--- config.mk ---
export PLATFORM = sky130hd
export DESIGN_NAME = lcd_write_arbiter
export DESIGN_NICKNAME = d
export VERILOG_FILES = /design/src/rtl/lcd_write_arbiter.sv
export SDC_FILE = /design/constraint.sdc
export NUM_CORES = 1
export LEC_CHECK = 0
export BUFFER_PORTS_ARGS = -buffer_cell sky130_fd_sc_hd__buf_2
export CAP_MARGIN = 20
export CORE_ASPECT_RATIO = 0.6
export CORE_MARGIN = 2
export CORE_UTILIZATION = 50
export DETAILED_ROUTE_END_ITERATION = 8
export GPL_ROUTABILITY_DRIVEN = 0
export PLACE_DENSITY = 0.7
export SLEW_MARGIN = 30
export SYNTH_ARGS = -nofsm -noshare
export SYNTH_HDL_FRONTEND = slang
export SYNTH_SLANG_ARGS = --single-unit
--- constraint.sdc ---
create_clock -name clock -period 3 [get_ports clock]
set_input_delay 0.45 -clock clock [delete_from_list [all_inputs] [get_ports clock]]
set_output_delay 0.45 -clock clock [all_outputs]
set_load 0.1 [all_outputs]
--- src/rtl/lcd_write_arbiter.sv ---
// Merges PS2 scan bytes (small FIFO) and processor writes (one-entry slot) into
// round-robin LCD write strobes, each followed by a fixed idle gap.
module lcd_write_arbiter #(
  parameter int unsigned HOLD_CYCLES  = 4,
  parameter int unsigned PS2_DEPTH    = 4,
  parameter bit          FILTER_BREAK = 1'b1
) (
  input  logic        clock,
  input  logic        resetn,
  input  logic        ps2_key_pressed,
  input  logic [7:0]  ps2_out,
  input  logic        proc_write_en,
  input  logic [31:0] proc_write_data,
  output logic        lcd_write_en,
  output logic [7:0]  lcd_write_data,
  output logic        grant_src,
  output logic        proc_busy,
  output logic        ps2_drop,
  output logic        proc_drop
);

  localparam int unsigned   AW         = (PS2_DEPTH > 1) ? $clog2(PS2_DEPTH) : 1;
  localparam int unsigned   CW         = AW + 1;
  localparam logic [CW-1:0] DEPTH_C    = CW'(PS2_DEPTH);
  localparam logic [7:0]    GAP_LAST_C = 8'(HOLD_CYCLES - 1);
  localparam logic [7:0]    BREAK_C    = 8'hF0;

  typedef enum logic [1:0] {IDLE = 2'd0, ISSUE = 2'd1, GAP = 2'd2} state_e;

  state_e        state_q, state_d;
  logic [7:0]    gap_cnt_q, gap_cnt_d;
  logic [7:0]    fifo_q [PS2_DEPTH];
  logic [AW-1:0] wr_ptr_q, wr_ptr_d, rd_ptr_q, rd_ptr_d;
  logic [CW-1:0] count_q, count_d;
  logic          slot_valid_q, slot_valid_d;
  logic [7:0]    slot_data_q, slot_data_d;
  logic          skip_q, skip_d;
  logic          last_grant_q, last_grant_d;
  logic          lcd_en_q, lcd_en_d;
  logic [7:0]    lcd_data_q, lcd_data_d;
  logic          grant_src_q, grant_src_d;
  logic          proc_busy_q;
  logic          ps2_drop_q, ps2_drop_d, proc_drop_q, proc_drop_d;

  logic issue_s, grant_proc_s, pop_ps2_s, pop_proc_s, pending_s;
  logic push_cand_s, push_acc_s, proc_acc_s;
  logic proc_data_unused_s;

  assign pending_s          = slot_valid_q | (count_q != {CW{1'b0}});
  assign pop_ps2_s          = issue_s & ~grant_proc_s;
  assign pop_proc_s         = issue_s & grant_proc_s;
  assign push_acc_s         = push_cand_s & ((count_q != DEPTH_C) | pop_ps2_s);
  assign proc_acc_s         = proc_write_en & (~slot_valid_q | pop_proc_s);
  assign proc_data_unused_s = ^proc_write_data[31:8];

  // Arbiter FSM: grant decision, write strobe and gap timing
  always_comb begin
    state_d      = state_q;
    gap_cnt_d    = gap_cnt_q;
    last_grant_d = last_grant_q;
    issue_s      = 1'b0;
    grant_proc_s = 1'b0;
    lcd_en_d     = 1'b0;
    lcd_data_d   = lcd_data_q;
    grant_src_d  = grant_src_q;
    case (state_q)
      IDLE: begin
        if (pending_s) begin
          // Round-robin: with both pending, serve the source not granted last
          state_d      = ISSUE;
          issue_s      = 1'b1;
          grant_proc_s = slot_valid_q & ((count_q == {CW{1'b0}}) | ~last_grant_q);
          last_grant_d = grant_proc_s;
          lcd_en_d     = 1'b1;
          lcd_data_d   = grant_proc_s ? slot_data_q : fifo_q[rd_ptr_q];
          grant_src_d  = grant_proc_s;
        end else begin
          state_d = IDLE;
        end
      end
      ISSUE: begin
        state_d   = GAP;
        gap_cnt_d = 8'd0;
      end
      GAP: begin
        if (gap_cnt_q == GAP_LAST_C) begin
          state_d   = IDLE;
          gap_cnt_d = 8'd0;
        end else begin
          gap_cnt_d = gap_cnt_q + 8'd1;
        end
      end
      default: begin
        state_d   = IDLE;
        gap_cnt_d = 8'd0;
      end
    endcase
  end

  // PS2 break filter: 0xF0 arms a skip of the following byte
  always_comb begin
    skip_d      = skip_q;
    push_cand_s = 1'b0;
    if (ps2_key_pressed) begin
      if (FILTER_BREAK && skip_q) begin
        skip_d = 1'b0;
      end else if (FILTER_BREAK && (ps2_out == BREAK_C)) begin
        skip_d = 1'b1;
      end else begin
        push_cand_s = 1'b1;
      end
    end else begin
      skip_d = skip_q;
    end
  end

  // FIFO pointers/count, processor slot and drop pulses
  always_comb begin
    wr_ptr_d     = push_acc_s ? wr_ptr_q + AW'(1) : wr_ptr_q;
    rd_ptr_d     = pop_ps2_s ? rd_ptr_q + AW'(1) : rd_ptr_q;
    count_d      = count_q;
    slot_valid_d = slot_valid_q;
    slot_data_d  = proc_acc_s ? proc_write_data[7:0] : slot_data_q;
    ps2_drop_d   = push_cand_s & ~push_acc_s;
    proc_drop_d  = proc_write_en & ~proc_acc_s;
    case ({push_acc_s, pop_ps2_s})
      2'b10:   count_d = count_q + CW'(1);
      2'b01:   count_d = count_q - CW'(1);
      default: count_d = count_q;
    endcase
    if (proc_acc_s) begin
      slot_valid_d = 1'b1;
    end else if (pop_proc_s) begin
      slot_valid_d = 1'b0;
    end else begin
      slot_valid_d = slot_valid_q;
    end
  end

  // FIFO storage
  always_ff @(posedge clock or negedge resetn) begin
    if (!resetn) begin
      for (int i = 0; i < PS2_DEPTH; i++) fifo_q[i] <= 8'h00;
    end else if (push_acc_s) begin
      fifo_q[wr_ptr_q] <= ps2_out;
    end
  end

  // Control state and registered outputs
  always_ff @(posedge clock or negedge resetn) begin
    if (!resetn) begin
      state_q      <= IDLE;
      gap_cnt_q    <= 8'd0;
      wr_ptr_q     <= {AW{1'b0}};
      rd_ptr_q     <= {AW{1'b0}};
      count_q      <= {CW{1'b0}};
      slot_valid_q <= 1'b0;
      slot_data_q  <= 8'h00;
      skip_q       <= 1'b0;
      last_grant_q <= 1'b1;
      lcd_en_q     <= 1'b0;
      lcd_data_q   <= 8'h00;
      grant_src_q  <= 1'b0;
      proc_busy_q  <= 1'b0;
      ps2_drop_q   <= 1'b0;
      proc_drop_q  <= 1'b0;
    end else begin
      state_q      <= state_d;
      gap_cnt_q    <= gap_cnt_d;
      wr_ptr_q     <= wr_ptr_d;
      rd_ptr_q     <= rd_ptr_d;
      count_q      <= count_d;
      slot_valid_q <= slot_valid_d;
      slot_data_q  <= slot_data_d;
      skip_q       <= skip_d;
      last_grant_q <= last_grant_d;
      lcd_en_q     <= lcd_en_d;
      lcd_data_q   <= lcd_data_d;
      grant_src_q  <= grant_src_d;
      proc_busy_q  <= slot_valid_d;
      ps2_drop_q   <= ps2_drop_d;
      proc_drop_q  <= proc_drop_d;
    end
  end

  assign lcd_write_en   = lcd_en_q;
  assign lcd_write_data = lcd_data_q;
  assign grant_src      = grant_src_q;
  assign proc_busy      = proc_busy_q;
  assign ps2_drop       = ps2_drop_q;
  assign proc_drop      = proc_drop_q;

endmodule

==> impl_table.tex, run 1 <==
\begin{tabular}{lr}
\hline
Metric & Value \\
\hline
\multicolumn{2}{l}{\textbf{Global route}} \\
\quad Wire length of the first global-routing pass & between 10000 and 15000 um \\
\quad Initial antenna violation count & 0 \\
\quad Vias in the first global route & 2047 \\
\quad GRT Total Usage & 19.7\% \\
\quad Total gr overflow & 0 \\
\quad Maximum number of pins on one net before global-route repair & 40 \\
\multicolumn{2}{l}{\textbf{Clock network}} \\
\quad TritonCTS Sinks & 72 \\
\quad Post\_cts resized & 0 \\
\quad Clk\_lat worst skew & approximately 0.33 ns \\
\quad Number of buffers added for setup after CTS & 0 \\
\quad Number of buffers created by CTS & 9 \\
\quad CTS Hold Bufs & 0 \\
\quad TritonCTS clock tree & done \\
\quad Deepest clock path buffer count & 2 \\
\quad Number of levels in the clock H-tree & 3 \\
\quad Clock edge transition at the registers on the reported setup and hold paths & 0.07 ns \\
\quad Clock root buffer & sky130\_fd\_sc\_hd\_\_clkbuf\_8 \\
\multicolumn{2}{l}{\textbf{Yosys}} \\
\quad Dominant combinational cell family by area after synthesis & multiplexers \\
\quad Part of the Yosys area used for sequential elements & between 50\% and 60\% \\
\quad Leading post-synthesis cells by instance count & sky130\_fd\_sc\_hd\_\_dfrtp\_1 (71), sky130\_fd\_sc\_hd\_\_mux2\_2 (42), sky130\_fd\_sc\_hd\_\_nand2\_1 (26) \\
\quad Proportion of synthesized flip-flops having asynchronous set or reset & 100\% \\
\quad Adder and majority cell fraction of the synthesized area & 2.94\% \\
\quad Area share of the leading cell type in the synthesized netlist & 54.9\% \\
\quad Synthesized-area fraction occupied by xor and xnor cells & between 2 and 2.5\% \\
\quad Multiplexer share of the synthesized area & 21.7\% \\
\quad Leading cell type by number of instances after synthesis & sky130\_fd\_sc\_hd\_\_dfrtp\_1 \\
\quad Synth warn & 0 \\
\quad Leading cell types by total area after synthesis & sky130\_fd\_sc\_hd\_\_dfrtp\_1 (55\%), sky130\_fd\_sc\_hd\_\_mux2\_2 (15\%), sky130\_fd\_sc\_hd\_\_mux4\_2 (5.6\%), sky130\_fd\_sc\_hd\_\_nand2\_1 (3.0\%), sky130\_fd\_sc\_hd\_\_ha\_1 (2.3\%) \\
\quad Distinct cell type count of the synthesized netlist & 36 \\
\quad Simple-gate portion of the synthesized area & 8.77\% \\
\quad Gate Count Post-Synth & 240 \\
\quad Complex-gate fraction of the synthesized area & around 7\% \\
\quad Main flop type after synthesis & sky130\_fd\_sc\_hd\_\_dfrtp\_1 \\
\quad Nets in the synthesized netlist & 291 \\
\quad Cell type with the highest aggregate area in the netlist & sky130\_fd\_sc\_hd\_\_dfrtp\_1 \\
\quad Post-Syn Area & $\sim$0.0032 mm\^{}2 \\
\quad Number of enable-type register cells in the synthesized netlist & 0 \\
\quad Flip-flop and latch count after synthesis & 72 \\
\quad Mean instance size in the synthesized netlist & 13.5 um\^{}2 \\
\multicolumn{2}{l}{\textbf{Routing}} \\
\quad Detailed-route DRC error count & 0 \\
\quad DRT met1 WL & around 3100 um \\
\quad Wirelength per Cell & $\sim$16 um \\
\quad Residual antenna-violating net count after detailed routing & 0 \\
\quad Uppermost layer routed & met4 \\
\quad First-iteration detailed-routing DRC count & 100 \\
\quad Iteration count of the initial detailed-routing pass & 4 \\
\quad Metal2 WL & 2520 um \\
\quad WL met3 & 339 um \\
\quad Sum of routed wire length over all layers & 6010 um \\
\quad Total vias in the final route & around 2000 \\
\quad Average vias per placed instance & between 5 and 6 \\
\multicolumn{2}{l}{\textbf{Critical path}} \\
\quad Critical path class & in -> reg \\
\quad Maximum single-stage delay on the critical path & around 0.55 ns \\
\quad Critical path data required time & 3.25 ns \\
\quad Worst endpoint data arrival time & 2.73 ns \\
\quad Critical-path cell with the highest stage delay & sky130\_fd\_sc\_hd\_\_nor4bb\_1 \\
\quad Ordered list of cells on the worst path & buf\_2 -> nor4bb\_1 -> a41oi\_1 -> nand2\_1 -> ha\_1 -> inv\_1 -> fa\_1 -> xor2\_1 -> nor2\_1 -> xor2\_1 \\
\quad Sort of element at the start of the critical path & input port \\
\quad Crit-path leading delay family & simple AND/OR/NAND/NOR gates \\
\quad Worst setup EP type & flip-flop \\
\quad Worst Path Buf+Inv & 2 \\
\quad Worst path most repeated cell & sky130\_fd\_sc\_hd\_\_xor2\_1 \\
\quad Largest driver fanout on the critical path & 5 \\
\multicolumn{2}{l}{\textbf{Placed design}} \\
\quad HPWL reported at the end of detailed placement & 4370 um \\
\quad \# placed instances & 355 \\
\quad Post-DP Area & 0.00353 mm\^{}2 \\
\quad Worst setup timing slack at the placement stage & 0.244 ns \\
\quad Number of buffers added on ports & 32 \\
\multicolumn{2}{l}{\textbf{Status}} \\
\quad Outcome & finished clean \\
\multicolumn{2}{l}{\textbf{STA}} \\
\quad Period Utilization, post-route & 82.7\% \\
\quad Number of endpoints with negative hold slack in the final report & 0 \\
\quad Max-slew headroom at the worst pin & 44.1\% \\
\quad Pins over their slew limit & 0 \\
\quad Maximum frequency from static timing analysis & 0.403 GHz \\
\quad Unrepaired setup endpoints after global routing & false \\
\quad Clock tree skew after final layout & around 0.0064 ns \\
\quad Least-Margin Pin Slew & 0.839 ns \\
\quad Fin crit period & between 2 and 2.5 ns \\
\quad Worst setup margin & 0.519 ns \\
\quad Final total negative setup slack & 0 ns \\
\quad Final setup vio count & 0 \\
\multicolumn{2}{l}{\textbf{Layout}} \\
\quad Count of nets after finishing & $\sim$330 \\
\quad Fill cell instance count of the final layout & approximately 510 \\
\quad Post-layout instance count excluding filler cells & 371 \\
\quad Fraction of final layout cells with drive strength greater than 1 & 38.3\% \\
\quad Final design area excluding fillers & 0.00374 mm\^{}2 \\
\quad Layout-stage area growth over the synthesis result & 15.7\% \\
\quad Number of antenna repair diodes & 0 \\
\multicolumn{2}{l}{\textbf{Floorplan}} \\
\quad Die area & 0.00715 mm\^{}2 \\
\quad Overall die width & 108 um \\
\quad Starting utilization of the core area & 52.3\% \\
\quad Placeable core region & 0.00619 mm\^{}2 \\
\quad Top Ports & 57 \\
\quad Die Span Y & 66.3 um \\
\quad Cell row count & 22 \\
\multicolumn{2}{l}{\textbf{Power and ir drop}} \\
\quad Max IR drop VDD & 0.597 mV \\
\quad Power Density & about 1300 mW/mm\^{}2 \\
\quad Total power consumption of the routed design & 4700 uW \\
\quad Lkg Pwr & 0.00172 uW \\
\multicolumn{2}{l}{\textbf{Run}} \\
\quad Max-capacitance violation count & 0 \\
\multicolumn{2}{l}{\textbf{Worst hold path}} \\
\quad Class of the most critical hold timing path & in -> async \\
\hline
\end{tabular}
metal layers:
metal	vias up	track usage [%]
met4	0	4.33
met3	2	6.31
met5	-	0
met1	1020	30.0
met2	46	27.5
li1	946	-
final timing paths:
path	from	end	slack, ns	cells past startpoint
max	ps2_out[1]	count_q[2]	0.52	10
min	resetn	fifo_q[30]	0.20	1
max reg2reg	proc_busy	count_q[2]	0.73	10
min reg2reg	lcd_write_data[6]	lcd_write_data[6]	0.46	2
max in group asynchronous	resetn	last_grant_q	2.08	2
min in group clock	proc_write_data[0]	slot_data_q[0]	0.34	2
worst reg2reg max path: stages (launching register included):
cell and delay (ns):
sky130_fd_sc_hd__dfrtp_1 0.42, sky130_fd_sc_hd__nor2b_1 0.22, sky130_fd_sc_hd__o311ai_2 0.10, sky130_fd_sc_hd__buf_4 0.18, sky130_fd_sc_hd__nand2_1 0.14, sky130_fd_sc_hd__ha_1 0.21, sky130_fd_sc_hd__inv_1 0.06, sky130_fd_sc_hd__fa_1 0.37
sky130_fd_sc_hd__xor2_1 0.16, sky130_fd_sc_hd__nor2_1 0.15, sky130_fd_sc_hd__xor2_1 0.19
metrics by stage:
stage	hold WS (ns)	util (%)
after floorplan	0.154	-
after global placement	0.448	57.0
after detailed placement	0.452	57.0
after CTS	0.216	60.4
after global routing	0.252	60.4
final	0.197	60.4
cell type report:
type | instances | area (um^2) | share of cell area, %
clock buffer | 13 | 149 | 3.98
timing repair buffer | 37 | 210 | 5.61
tap | 84 | 105 | 2.81
clock inverter | 3 | 65.1 | 1.74
inverter | 9 | 33.8 | 0.902
multi-input combinational | 153 | 1380 | 36.8
sequential | 72 | 1800 | 48.2
state kept, by name, indices dropped and copies added (netlist names), 2 cells and up:
| signal | flops |
|---|---|
| count_q | 3 |
| fifo_q | 32 |
| gap_cnt_q | 8 |
| lcd_write_data | 8 |
| rd_ptr_q | 2 |
| slot_data_q | 8 |
| state_q | 2 |
| wr_ptr_q | 2 |
cell usage in the layout, fill, tap and decap left out, types with 5 or more instances in the layout:
master,n
sky130_fd_sc_hd__inv_1,9
sky130_fd_sc_hd__a22oi_1,5
sky130_fd_sc_hd__ha_1,6
sky130_fd_sc_hd__mux2_2,42
sky130_fd_sc_hd__dfrtp_1,71
sky130_fd_sc_hd__mux2i_1,5
sky130_fd_sc_hd__mux4_2,8
sky130_fd_sc_hd__clkbuf_8,10
sky130_fd_sc_hd__buf_2,32
sky130_fd_sc_hd__nand2_1,26
sky130_fd_sc_hd__o21ai_0,10
sky130_fd_sc_hd__nor2_1,5
power breakdown:
part           switching (uW)  total (uW)  internal (uW)
combinational            1270        2110            842
clock                     336         827            491
sequential                332        1760           1430
logic make-up after synthesis:
logic type / after synthesis
simple gates: 54
mux: 55
buf+inv: 15
fa+ha+maj: 7
compound gates: 29
flops: 72
xor+xnor: 8
No activity file was read; power rests on OpenSTA's default activity.
==> inputs of run 2 (changes only) <==
==> constraint.sdc (replaced) <==
create_clock -name clock -period 2.6 [get_ports clock]
set_input_delay 0.39 -clock clock [delete_from_list [all_inputs] [get_ports clock]]
set_output_delay 0.39 -clock clock [all_outputs]
set_load 0.1 [all_outputs]
==> run 2 against run 1 <==
Effect of this change: setup slack got worse by 0.075 ns; sequential power increased by 15%; global-route usage increased by 0.76 points; combinational power increased by 18%; highest routed layer unchanged.
==> impl_table.tex, run 2 (synthesized netlist as in run 1, its figures left out) <==
\begin{tabular}{lr}
\hline
Metric & Value \\
\hline
\multicolumn{2}{l}{\textbf{Critical path}} \\
\quad Crit-path leading delay family & adder cells \\
\quad Critical path data required time & 2.88 ns \\
\quad Worst setup EP type & flip-flop \\
\quad Worst path most repeated cell & sky130\_fd\_sc\_hd\_\_xor2\_1 \\
\quad Worst endpoint data arrival time & 2.43 ns \\
\quad Ordered list of cells on the worst path & nor2b\_1 -> and3b\_2 -> ha\_1 -> inv\_1 -> fa\_1 -> xor2\_1 -> nor2\_1 -> xor2\_1 \\
\quad Critical-path cell with the highest stage delay & sky130\_fd\_sc\_hd\_\_dfstp\_2 \\
\quad Worst Path Buf+Inv & 1 \\
\quad Maximum single-stage delay on the critical path & about 0.58 ns \\
\quad Sort of element at the start of the critical path & flip-flop \\
\quad Largest driver fanout on the critical path & 8 \\
\quad Critical path class & reg -> reg \\
\multicolumn{2}{l}{\textbf{STA}} \\
\quad Fin crit period & about 2.2 ns \\
\quad Period Utilization, post-route & 82.9\% \\
\quad Max-slew headroom at the worst pin & 60.7\% \\
\quad Clock tree skew after final layout & about 0.0083 ns \\
\quad Final setup vio count & 0 \\
\quad Least-Margin Pin Slew & 0.589 ns \\
\quad Worst hold slack across all endpoints & 0.00425 ns \\
\quad Unrepaired setup endpoints after global routing & false \\
\quad Number of endpoints with negative hold slack in the final report & 0 \\
\quad Pins over their slew limit & 0 \\
\quad Final total negative setup slack & 0 ns \\
\quad Maximum frequency from static timing analysis & 0.464 GHz \\
\multicolumn{2}{l}{\textbf{Placed design}} \\
\quad \# placed instances & 360 \\
\quad Post-DP Area & 0.00357 mm\^{}2 \\
\quad Number of buffers added on ports & 32 \\
\quad HPWL reported at the end of detailed placement & 4500 um \\
\multicolumn{2}{l}{\textbf{Global route}} \\
\quad Met2 demand-to-capacity share in global routing & 28.5\% \\
\quad Maximum number of pins on one net before global-route repair & 54 \\
\quad Peak-usage layer in the global routing report & met1 \\
\quad Met1 track demand over resource & 29.5\% \\
\quad Global-route track usage on met3 & about 5.8\% \\
\quad Vias in the first global route & 2055 \\
\quad Total gr overflow & 0 \\
\quad GRT Total Usage & 20.5\% \\
\quad Wire length of the first global-routing pass & 10600 um \\
\quad Initial antenna violation count & 0 \\
\multicolumn{2}{l}{\textbf{Clock network}} \\
\quad Deepest clock path buffer count & 2 \\
\quad Clock root buffer & sky130\_fd\_sc\_hd\_\_clkbuf\_8 \\
\quad Clk\_lat worst skew & 0.35 ns \\
\quad TritonCTS clock tree & done \\
\quad CTS Hold Bufs & 0 \\
\quad Clock edge transition at the registers on the reported setup and hold paths & 0.07 ns \\
\quad TritonCTS Sinks & 72 \\
\quad Post\_cts resized & 0 \\
\quad Number of buffers added for setup after CTS & 0 \\
\quad Number of buffers created by CTS & 9 \\
\quad Number of levels in the clock H-tree & 3 \\
\multicolumn{2}{l}{\textbf{Routing}} \\
\quad Total vias in the final route & 2041 \\
\quad Sum of routed wire length over all layers & about 6200 um \\
\quad Average vias per placed instance & between 5 and 6 \\
\quad First-iteration detailed-routing DRC count & 68 \\
\quad Detailed-route DRC error count & 0 \\
\quad Residual antenna-violating net count after detailed routing & 0 \\
\quad Wirelength per Cell & 16.6 um \\
\quad Iteration count of the initial detailed-routing pass & 4 \\
\multicolumn{2}{l}{\textbf{Power and ir drop}} \\
\quad Power Density & 1450 mW/mm\^{}2 \\
\quad Lkg Pwr & 0.00175 uW \\
\quad Max IR drop VDD & 0.698 mV \\
\multicolumn{2}{l}{\textbf{Floorplan}} \\
\quad Cell row count & 22 \\
\quad Starting utilization of the core area & a little over half \\
\quad Overall die width & $\sim$110 um \\
\quad Die Span Y & approximately 66 um \\
\quad Die area & 0.00715 mm\^{}2 \\
\quad Placeable core region & 0.00619 mm\^{}2 \\
\quad Top Ports & 57 \\
\multicolumn{2}{l}{\textbf{Layout}} \\
\quad Number of antenna repair diodes & 0 \\
\quad Post-layout instance count excluding filler cells & 375 \\
\quad Layout-stage area growth over the synthesis result & 17.0\% \\
\quad Final design area excluding fillers & 0.00379 mm\^{}2 \\
\quad Fraction of final layout cells with drive strength greater than 1 & 40.2\% \\
\quad Final core occ & 61.2\% \\
\quad Largest register FFs & 32 \\
\quad Count of nets after finishing & 338 \\
\quad Leading cell types in the layout, fill and taps excluded & sky130\_fd\_sc\_hd\_\_dfrtp\_1 (70), sky130\_fd\_sc\_hd\_\_mux2\_2 (42), sky130\_fd\_sc\_hd\_\_buf\_2 (32) \\
\quad Register with the most flip-flops & fifo\_q \\
\quad Leading cell type in the layout, fill and taps excluded & sky130\_fd\_sc\_hd\_\_dfrtp\_1 \\
\multicolumn{2}{l}{\textbf{Run}} \\
\quad Max-capacitance violation count & 0 \\
\multicolumn{2}{l}{\textbf{Worst hold path}} \\
\quad Class of the most critical hold timing path & in -> async \\
\multicolumn{2}{l}{\textbf{Status}} \\
\quad Outcome & finished clean \\
\hline
\end{tabular}
run 2: cell types whose count changed in the layout (fill, tap and decap cells not counted):
cell                       delta
sky130_fd_sc_hd__clkbuf_8     +1
sky130_fd_sc_hd__clkbuf_1     -2
sky130_fd_sc_hd__dfrtp_1      -1
sky130_fd_sc_hd__dfrtp_2      +1
sky130_fd_sc_hd__buf_4        +5
run 2: layout make-up:
| cell class | instances | area [um^2] |
|---|---|---|
| timing repair buffer | 42 | 248 |
| clock buffer | 12 | 155 |
| fill | 510 | 2400 |
| multi-input combinational | 153 | 1380 |
| sequential | 72 | 1800 |
| tap | 84 | 105 |
| inverter | 9 | 33.8 |
| clock inverter | 3 | 65.1 |
run 2: where the power goes:
group          switching (uW)  total, uW  internal (uW)  leakage, uW
combinational            1470       2480           1010     0.000763
sequential                379       2030           1650     0.000874
clock                     395        981            586     0.000112
run 2: stage by stage:
stage	power [uW]	worst slack [ns]
global placement	4480	0.219
detailed placement	4560	0.0998
CTS	5550	0.429
finish	5490	0.444
global route	5860	0.317
floorplan	3960	0.210
run 2: layer usage:
metal | part of all wire (%) | wire, um
met5 | 0 | 0
met1 | 52 | 3200
met3 | 4.7 | 294
met2 | 42 | 2590
met4 | 2.0 | 125
run 2: worst reg2reg max path: cells and delay by family, from the launching register on:
kind / cells / cell delay (ns)
buffers and inverters: 1 / 0.06
flip-flops: 1 / 0.58
XOR/XNOR: 2 / 0.30
adder cells (fa/ha/maj): 2 / 0.60
AND/OR/NAND/NOR: 3 / 0.55
run 2: worst paths after layout:
kind / start / end / slack (ns) / cells past startpoint
worst max-delay path: last_grant_q / count_q[2] / 0.44 / 8
worst min-delay path: resetn / state_q[1] / 0.004 / 1
worst max register to register: last_grant_q / count_q[2] / 0.44 / 8
worst min register to register: lcd_write_data[3] / lcd_write_data[3] / 0.47 / 2
max in group asynchronous: resetn / last_grant_q / 1.91 / 2
min in group clock: proc_write_data[0] / slot_data_q[0] / 0.27 / 2
